===== src/rtl/rtl_kernel_wizard_1_example_number_checker_lane.sv =====
// ---------------------------------------------------------------------------
// rtl_kernel_wizard_1_example_number_checker_lane
// Combinational compare of one NB-bit lane against its expected value.
// Only bytes whose keep bit is set take part in the compare.
//   act_val  in  NB    lane data from the stream
//   exp_val  in  NB    expected lane value
//   keep     in  NB/8  byte enables for this lane
//   lane_err out 1     a kept byte differs
// ---------------------------------------------------------------------------
module rtl_kernel_wizard_1_example_number_checker_lane #(
    parameter int NB = 32
) (
    input  logic [NB-1:0]   act_val,
    input  logic [NB-1:0]   exp_val,
    input  logic [NB/8-1:0] keep,
    output logic            lane_err
);

    logic [NB-1:0] byte_mask;

    for (genvar i = 0; i < NB / 8; i++) begin : g_mask
        assign byte_mask[i*8 +: 8] = {8{keep[i]}};
    end

    assign lane_err = |((act_val ^ exp_val) & byte_mask);

endmodule


===== config.mk =====
export PLATFORM = sky130hd
export DESIGN_NAME = rtl_kernel_wizard_1_example_number_checker_lane
export DESIGN_NICKNAME = d
export VERILOG_FILES = /design/src/rtl/rtl_kernel_wizard_1_example_number_checker_lane.sv
export SDC_FILE = /design/constraint.sdc
export NUM_CORES = 1
export LEC_CHECK = 0
export ABC_AREA = 0
export CORE_UTILIZATION = 18
export DETAILED_ROUTE_END_ITERATION = 7
export PLACE_DENSITY = 0.89
export SLEW_MARGIN = 20
export SYNTH_ARGS = -nofsm -noshare
export SYNTH_HDL_FRONTEND = slang
export SYNTH_SLANG_ARGS = --single-unit

===== constraint.sdc =====
create_clock -name vclk -period 0.8
set_input_delay 0.2 -clock vclk [all_inputs]
set_output_delay 0.2 -clock vclk [all_outputs]
set_load 0.1 [all_outputs]

==> impl_results.md <==
* Starting Density at 0.200
* Sequential cell count at 0
* Routed WL at 1520 um
* Critical path arrival at between 1 and 1.5 ns
* CP startpoint kind: input pin
* Worst-margin pin slew at between 0.1 and 0.15 ns
* Critical path class: in -> out
* CP Cell Sequence: buf_6 > xnor2_2 > nand4_1 > o21ai_1 > nand4_1 > buf_12
* CP Max Fanout at 1
* Initial antenna violation count at 0
* DR vias/cell at 4.22
* Max_slew headroom at 0.905
* RePlAce Congestion at 0.608
* Failing checks: setup timing
* Net Count, Synth at about 110
* Most common cell after layout, fill and taps aside: buf_2
* Leakage at 0.497 nW
* Worst setup slack after layout at -0.473 ns
* Layout cell share with drive strength beyond 1 at 0.719
* Net count, final at roughly 180
* Die area at roughly 2200 um^2
* CP dominant cell by count: nand4_1
* Hold Buf Count CTS at 0
* Cell Pwr Density at approximately 520 nW/um^2
* Hold Path Depth at 6
* Syn_area_per_cell at a little under 8 um^2
* Ports at 69
* Slew Viols, Final at 0
* Syn Inst Count at between 40 and 50
* Levels on crit path at 6
* Placed Area at 1150 um^2
* TritonRoute pass-1 iters at 1
* Layout clock buffers at 0
* Global-route wire length before repair at between 2000 and 2500 um
* Final setup vio count at 1
* Number of buffer cells added on primary ports at just under 70
* Yosys warnings at 0
* Post-Layout Cell Count at approximately 140
* Largest net degree at the start of global routing at 2
* Crit path time final at 1.27 ns
* Family with the most delay on the worst path: buffers and inverters
* Yosys cell types at 3
* Detailed-route wire length per cell at between 10 and 15 um
* Register area at 0 um^2
* Hold Vio Cnt, Final at 0
* Outcome: complete, but fails checks
* Hold crit path type: in -> out
* Slowest cell delay on critical path at about 0.2 ns
* Min-delay src: exp_val[1]
* Area grow syn2layout at 192%
* Max VDD drop at ~0.24 mV
* Crit path capture type: primary output
* DR vias at around 600
* Hold path endpoint: lane_err
* Sequential fraction of the synthesis area at 0
* Antenna violation net count after detailed routing at 0
* DRC violations left at 0
* Slowest cell on crit path: buf_12
* Row cnt at 15
* Cell area after layout at just over 1000 um^2
* Die extent in y at ~47 um
* Core area at 1780 um^2
* Vias in the first global route at approximately 650
* Dpl cells at about 140
* GRT Overall Usage at 0.148
* Hold slack at ~0.96 ns
* Max-cap violation count at 0
* Worst endpoint required time at about 0.60 ns
* Synth Cell Area at 357 um^2
* Core Util, Final at 0.583
* Commonest non-fill, non-tap cells in the layout: 41 x buf_2, 23 x buf_6, 17 x xnor2_2
* RSZ-0062 raised after global routing: true
* Worst Path Buf+Inv at 2
* F_max at a little under 0.8 GHz
* DR iter-0 viols at 0
* Antenna cells at 0
* Setup bufs post-CTS at 0
* Period utilisation layout at 1.59
* Congestion Overflow GR at 0
* Die X at 46.5 um
==> metrics by stage <==
| stage | setup TNS, ns | setup slack, ns | total power, mW |
|---|---|---|---|
| after floorplan | -0.859 | -0.859 | 0.195 |
| final | -0.473 | -0.473 | 0.538 |
| after detailed placement | -0.881 | -0.881 | 0.589 |
| after global routing | -0.555 | -0.555 | 0.578 |
| after global placement | -0.886 | -0.886 | 0.579 |
| after CTS | -0.478 | -0.478 | 0.532 |
==> report_power, final <==
part           total [mW]  switching (mW)  internal (mW)
Clock                   0               0              0
Combinational       0.538           0.168          0.370
Sequential              0               0              0
Total               0.538           0.168          0.370
==> synth_stat cells <==
| library cell | number | area, um^2 |
|---|---|---|
| nand4_1 | 9 | 56.3 |
| o21ai_1 | 4 | 20.0 |
| xnor2_1 | 32 | 280 |
==> cell type report <==
| cell class | instances | area (um^2) |
|---|---|---|
| Multi-Input combinational cell | 45 | 484 |
| Tap cell | 25 | 31.3 |
| Timing Repair Buffer | 69 | 524 |
| Fill cell | 181 | 743 |
==> cells by family after synthesis <==
group / share of synthesized area
xor+xnor: 0.786
compound gates: 0.0561
simple gates: 0.158
==> routing by layer <==
metal,vias to the layer above,wire length [um],track usage
met2,35,949,0.347
met1,257,411,0.131
li1,295,-,-
met3,0,162,0.0157
met4,0,0,0
met5,-,0,0
==> worst max path at each step <==
stage	startpoint	end
6_report	act_val[15]	lane_err
5_1_grt	exp_val[25]	lane_err
4_1_cts	act_val[15]	lane_err
3_5_place_dp	exp_val[24]	lane_err
3_3_place_gp	exp_val[29]	lane_err
2_1_floorplan	exp_val[29]	lane_err
==> timing repair <==
item | in CTS | in global routing
setup endpoints to repair | 1 | 1
pin swaps | 45 | 7
gates resized for setup | 265 | 4
No activity file was read; power rests on OpenSTA's default activity.
